[config.mk]
export PLATFORM = sky130hd
export DESIGN_NAME = decision_funct_ctrl
export DESIGN_NICKNAME = d
export VERILOG_FILES = /design/src/rtl/svm_pkg.sv /design/src/rtl/sat_add.sv /design/src/rtl/decision_funct_ctrl.sv
export SDC_FILE = /design/constraint.sdc
export NUM_CORES = 2
export LEC_CHECK = 0
export CORE_MARGIN = 4
export CORE_UTILIZATION = 51
export CTS_BUF_LIST = sky130_fd_sc_hd__clkbuf_4 sky130_fd_sc_hd__clkbuf_8
export DETAILED_ROUTE_END_ITERATION = 12
export PLACE_DENSITY = 0.69
export SLEW_MARGIN = 10
export SYNTH_ARGS = -nofsm -noshare
export SYNTH_HDL_FRONTEND = slang
export SYNTH_SLANG_ARGS = --single-unit
[constraint.sdc]
create_clock -name clk -period 10.35 [get_ports clk]
set_input_delay 1.035 -clock clk [delete_from_list [all_inputs] [get_ports clk]]
set_output_delay 1.035 -clock clk [all_outputs]
set_load 0.01 [all_outputs]
[src/rtl/svm_pkg.sv]
// Shared widths, FSM encoding and saturation limits for the SVM decision-function sequencer.
package svm_pkg;

  localparam int XLEN_PIXEL          = 8;
  localparam int NUM_OF_SV           = 2;
  localparam int DECISION_FUNCT_SIZE = 48;

  localparam int KERNEL_W = 4 * XLEN_PIXEL;
  localparam int COEF_W   = 2 * XLEN_PIXEL;
  localparam int ACC_W    = DECISION_FUNCT_SIZE;

  localparam logic [2:0] IDLE   = 3'd0;
  localparam logic [2:0] FETCH  = 3'd1;
  localparam logic [2:0] WAIT_K = 3'd2;
  localparam logic [2:0] MAC    = 3'd3;
  localparam logic [2:0] BIAS   = 3'd4;
  localparam logic [2:0] DONE   = 3'd5;

  localparam logic [ACC_W-1:0] ACC_MAX = {1'b0, {(ACC_W-1){1'b1}}};
  localparam logic [ACC_W-1:0] ACC_MIN = {1'b1, {(ACC_W-1){1'b0}}};

endpackage

[src/rtl/sat_add.sv]
// Signed two-operand adder that clamps to the signed W-bit range instead of wrapping.
module sat_add #(
  parameter int W = 48
) (
  input  logic [W-1:0] a,
  input  logic [W-1:0] b,
  output logic [W-1:0] sum
);

  logic [W:0] wide;

  assign wide = {a[W-1], a} + {b[W-1], b};

  // The two top bits of the sign-extended sum disagree only on overflow.
  always_comb begin
    sum = wide[W-1:0];
    if (wide[W] != wide[W-1]) begin
      sum = wide[W] ? {1'b1, {(W-1){1'b0}}} : {1'b0, {(W-1){1'b1}}};
    end
  end

endmodule

[src/rtl/decision_funct_ctrl.sv]
// Walks the support vectors, multiply-accumulates coefficient * kernel, adds the bias and
// presents the decision over a valid/ready result handshake.
module decision_funct_ctrl
  import svm_pkg::*;
#(
  parameter int XLEN_PIXEL          = svm_pkg::XLEN_PIXEL,
  parameter int NUM_OF_SV           = svm_pkg::NUM_OF_SV,
  parameter int DECISION_FUNCT_SIZE = svm_pkg::DECISION_FUNCT_SIZE,
  parameter logic [DECISION_FUNCT_SIZE-1:0] MARGIN = 48'd1024,
  localparam int KW = 4 * XLEN_PIXEL,
  localparam int CW = 2 * XLEN_PIXEL,
  localparam int AW = DECISION_FUNCT_SIZE,
  localparam int IW = (NUM_OF_SV > 1) ? $clog2(NUM_OF_SV) : 1
) (
  input  logic          clk,
  input  logic          rst_n,
  input  logic          start,
  input  logic [CW-1:0] b,
  output logic          busy,
  output logic          coef_rd_en,
  output logic [IW-1:0] coef_addr,
  input  logic [CW-1:0] coef_data,
  input  logic          kernel_valid,
  output logic          kernel_ready,
  input  logic [KW-1:0] kernel_in,
  output logic          result_valid,
  input  logic          result_ready,
  output logic [AW-1:0] decision_value,
  output logic          y_class,
  output logic          confident
);

  // Handshakes: a kernel value transfers on a rising edge where kernel_valid && kernel_ready;
  // a result transfers where result_valid && result_ready. Ready/valid never depend combinationally
  // on the partner's signal.

  localparam logic [AW-1:0] MAX_L = {1'b0, {(AW-1){1'b1}}};
  localparam logic [AW-1:0] MIN_L = {1'b1, {(AW-1){1'b0}}};
  localparam logic [IW-1:0] LAST_IDX = IW'(NUM_OF_SV - 1);

  logic [2:0]    state;
  logic [IW-1:0] sv_idx;
  logic [AW-1:0] acc;
  logic [CW-1:0] b_reg;
  logic [CW-1:0] coef_reg;
  logic [KW-1:0] kernel_reg;

  logic signed [AW-1:0] product;
  logic [AW-1:0]        mac_sum;
  logic [AW-1:0]        bias_sum;
  logic [AW-1:0]        mag;

  // Kernel is unsigned, coefficient signed; the product is known to fit in AW bits.
  assign product = $signed({{(AW-KW){1'b0}}, kernel_reg})
                 * $signed({{(AW-CW){coef_reg[CW-1]}}, coef_reg});

  sat_add #(.W(AW)) u_mac_add (
    .a   (acc),
    .b   (product),
    .sum (mac_sum)
  );

  sat_add #(.W(AW)) u_bias_add (
    .a   (acc),
    .b   ({{(AW-CW){b_reg[CW-1]}}, b_reg}),
    .sum (bias_sum)
  );

  // The saturated minimum has no positive twin; treat its magnitude as the maximum.
  always_comb begin
    mag = bias_sum;
    if (bias_sum[AW-1]) begin
      mag = (bias_sum == MIN_L) ? MAX_L : -bias_sum;
    end
  end

  assign busy         = (state != IDLE) && (state != DONE);
  assign coef_rd_en   = (state == FETCH);
  assign coef_addr    = sv_idx;
  assign kernel_ready = (state == WAIT_K);
  assign result_valid = (state == DONE);

  always_ff @(posedge clk or negedge rst_n) begin
    if (!rst_n) begin
      state          <= IDLE;
      sv_idx         <= '0;
      acc            <= '0;
      b_reg          <= '0;
      coef_reg       <= '0;
      kernel_reg     <= '0;
      decision_value <= '0;
      y_class        <= 1'b0;
      confident      <= 1'b0;
    end else begin
      case (state)
        IDLE: begin
          if (start) begin
            b_reg  <= b;
            acc    <= '0;
            sv_idx <= '0;
            state  <= FETCH;
          end
        end
        FETCH: state <= WAIT_K;
        WAIT_K: begin
          // Coefficient memory holds its output, so sampling it at acceptance is safe.
          if (kernel_valid) begin
            kernel_reg <= kernel_in;
            coef_reg   <= coef_data;
            state      <= MAC;
          end
        end
        MAC: begin
          acc <= mac_sum;
          if (sv_idx == LAST_IDX) begin
            state <= BIAS;
          end else begin
            sv_idx <= sv_idx + 1'b1;
            state  <= FETCH;
          end
        end
        BIAS: begin
          acc            <= bias_sum;
          decision_value <= bias_sum;
          y_class        <= ~bias_sum[AW-1];
          confident      <= (mag >= MARGIN);
          state          <= DONE;
        end
        DONE: begin
          if (result_ready) state <= IDLE;
        end
        default: state <= IDLE;
      endcase
    end
  end

endmodule

==> results.sh <==
export IMPL_grt_overflow_total=0
export IMPL_ant_nets=0
export IMPL_clock_sinks=166
export IMPL_slowest_stage="dfrtp_1"
export IMPL_rr_worst_depth=35
export IMPL_endpoint_kind="flip-flop"
export IMPL_cts_made_buffers=17
export IMPL_grt_max_degree=72
export IMPL_reg2reg_from="coef_reg[11]"
export IMPL_path_depth=35
export IMPL_final_period_utilization_pct=93.7
export IMPL_hold_viol_final=0
export IMPL_routed_wl_mm=82.3
export IMPL_wl_met2_mm=39.2
export IMPL_synth_distinct_cells=97
export IMPL_dr_pass1_iters=8
export IMPL_worst_slew_pin_slew_ns=1.11
export IMPL_setup_violations_final=0
export IMPL_regToRegSetupSlack_ns=0.65
export IMPL_syn_area_mm2=0.0302
export IMPL_ys_warn_count=0
export IMPL_cts_hold_buf=0
export IMPL_cp_max_fo=23
export IMPL_io_pins=124
export IMPL_crit_family="adder cells"
export IMPL_core_mm2=0.0581
export IMPL_synthCells=3553
export IMPL_grt_setup_unrepaired="false"
export IMPL_tns_ns=0
export IMPL_die_h_um=251
export IMPL_start_util_pct=51.9
export IMPL_antenna_found_initial=2
export IMPL_timing_slew_headroom_pct=25.7
export IMPL_drc=0
export IMPL_track_usage_pct=26.4
export IMPL_cp_slowest_stage_delay_ns=0.73
export IMPL_fillers=5388
export IMPL_layout_commonest_cell="inv_1"
export IMPL_area_growth_pct=8.90
export IMPL_grt_pass1_wl_mm=134
export IMPL_cpMostUsedCell="fa_1"
export IMPL_cp_start_kind="flip-flop"
export IMPL_fin_crit_ns=9.70
export IMPL_seq_area_mm2=0.00416
export IMPL_cts_tree="done"
export IMPL_wl_per_cell_um=18.7
export IMPL_worst_hold_path_type="input port to async pin"
export IMPL_wl_met1_mm=35.8
export IMPL_arrival_ns=10.20
export IMPL_io_buffers=123
export IMPL_slew_viol_final=0
export IMPL_vias_per_cell=5.73
export IMPL_clock_latency_ns=0.60
export IMPL_met3WireLength_mm=5.10
export IMPL_yosys_most_used_dff="dfrtp_1"
export IMPL_dp_hpwl_mm=67.1
export IMPL_maxCapViolations=0
export IMPL_synth_edf_count=0
export IMPL_yosysSeqAreaShare_pct=13.8
export IMPL_die_w_um=251
export IMPL_fmax_mhz=103
export IMPL_highest_layer="met4"
export IMPL_dieArea_mm2=0.0631
export IMPL_htreeDepth=4
export IMPL_path_buf_inv=6
export IMPL_drive_gt1_share_pct=6.08
export IMPL_status="finished, final reports clean"
export IMPL_critPathRequiredTime_ns=10.85
export IMPL_num_vias=25200
export IMPL_multiInputGateArea_mm2=0.0233
export IMPL_place_gp_congestion=0.948
export IMPL_syn_num_nets=4292
export IMPL_worstReg2RegEnd="acc[25]"
export IMPL_setup_worst_path_end="acc[25]"
export IMPL_synthArstFlopShare_pct=100
export IMPL_clock_root_buffer="clkbuf_8"
export IMPL_path_clk_slew_ns=0.13
export IMPL_crit_type="flip-flop to flip-flop"
export IMPL_startpoint="coef_reg[11]"
export IMPL_layout_common_cells="inv_1 (584), nand2_1 (439), fa_1 (420)"
export IMPL_row_count=88
export IMPL_drt_first_iter_violations=2096
export IMPL_grt_pass1_vias=25400
export IMPL_clock_skew_ns=0.0280
export IMPL_final_nets=4358
export IMPL_avgSynthCellArea_um2=8.49
export IMPL_ys_seq_elements=166
export IMPL_cts_buffer_depth=2
routing by layer:
metal	GRT usage [%]	vias up
li1	-	11700
met1	36.2	12600
met2	43.9	791
met3	3.82	135
met4	7.72	0
met5	0	-
layout make-up:
| type | count | area share (%) |
|---|---|---|
| clock buffer | 17 | 0.712 |
| sequential | 166 | 12.7 |
| multi-input combinational | 2650 | 70.9 |
| tap | 765 | 2.91 |
| timing repair buffer | 199 | 5.57 |
| clock inverter | 15 | 0.583 |
| antenna | 2 | 0.0152 |
| inverter | 585 | 6.69 |
cells by family (layout without fill, tap and decap cells):
| kind of cell | after synthesis | after routing | share of synthesized area (%) |
|---|---|---|---|
| buf+inv | 737 | 816 | 9.26 |
| fa+ha+maj | 670 | 670 | 38.3 |
| flops | 166 | 166 | 13.8 |
| compound gates | 656 | 656 | 14.4 |
| simple gates | 1132 | 1132 | 18.1 |
| mux | 74 | 74 | 2.76 |
| xor+xnor | 118 | 118 | 3.43 |
| other cells | 0 | 2 | 0 |
worst reg2reg max path, delay by kind of cell (launching register included):
kind	cells	cell delay, ns
buffers and inverters	6	0.98
DFF	1	0.73
adders and majority gates	8	3.69
xor gates and xnor gates	2	0.41
AOI/OAI and AO/OA	15	3.24
and+or+nand+nor	4	0.57
stage by stage:
stage	setup WS (ns)	util, %	instance area (um2)	std cells	hold slack [ns]
2_1_floorplan	0.986	-	30200	3553	0.485
3_3_place_gp	0.461	55.7	32400	4364	0.459
3_5_place_dp	0.325	55.7	32400	4364	0.462
4_1_cts	0.236	56.4	32800	4396	0.300
5_1_grt	0.00443	56.5	32800	4398	0.352
6_report	0.650	56.5	32800	4399	0.346
worst min path at each step:
stage	end	slack, ns	cells after the start
2_1_floorplan	b_reg[0]	0.48	1
3_3_place_gp	decision_value[8]	0.46	1
3_5_place_dp	decision_value[3]	0.46	2
4_1_cts	coef_reg[14]	0.30	1
5_1_grt	coef_reg[14]	0.35	1
6_report	coef_reg[14]	0.35	1
cells in the mapped netlist (11+ instances only):
master,n,share of area (%)
nor2b_1,30,0.62
a31oi_1,26,0.54
a22oi_1,14,0.35
o21ai_1,11,0.18
fa_1,420,28
nand3_1,41,0.68
nor4_1,11,0.23
inv_1,584,7.3
mux2_2,63,2.4
xor2_1,29,0.84
nand4_1,30,0.62
o21ai_0,122,2.0
ha_1,250,10
nor2_1,213,2.7
nand2b_1,36,0.75
nand2_1,439,5.5
and2_1,203,4.2
nor3_1,37,0.61
and3_1,20,0.41
dfrtp_1,166,14
o21bai_1,19,0.47
a21oi_1,184,3.1
o21a_1,35,0.87
or3_1,13,0.27
xnor2_1,89,2.6
o211ai_1,24,0.60
a21o_1,90,2.2
clkbuf_1,139,1.7
what timing repair did:
action | 4_1_cts | 5_1_grt
setup endpoints to repair | 0 | 47
resized for setup | 0 | 9
setup buffers | 0 | 1
Power is left out: the tool's default activity adds up to more than one toggle a clock period on the data nets, which glitch-free logic cannot reach.
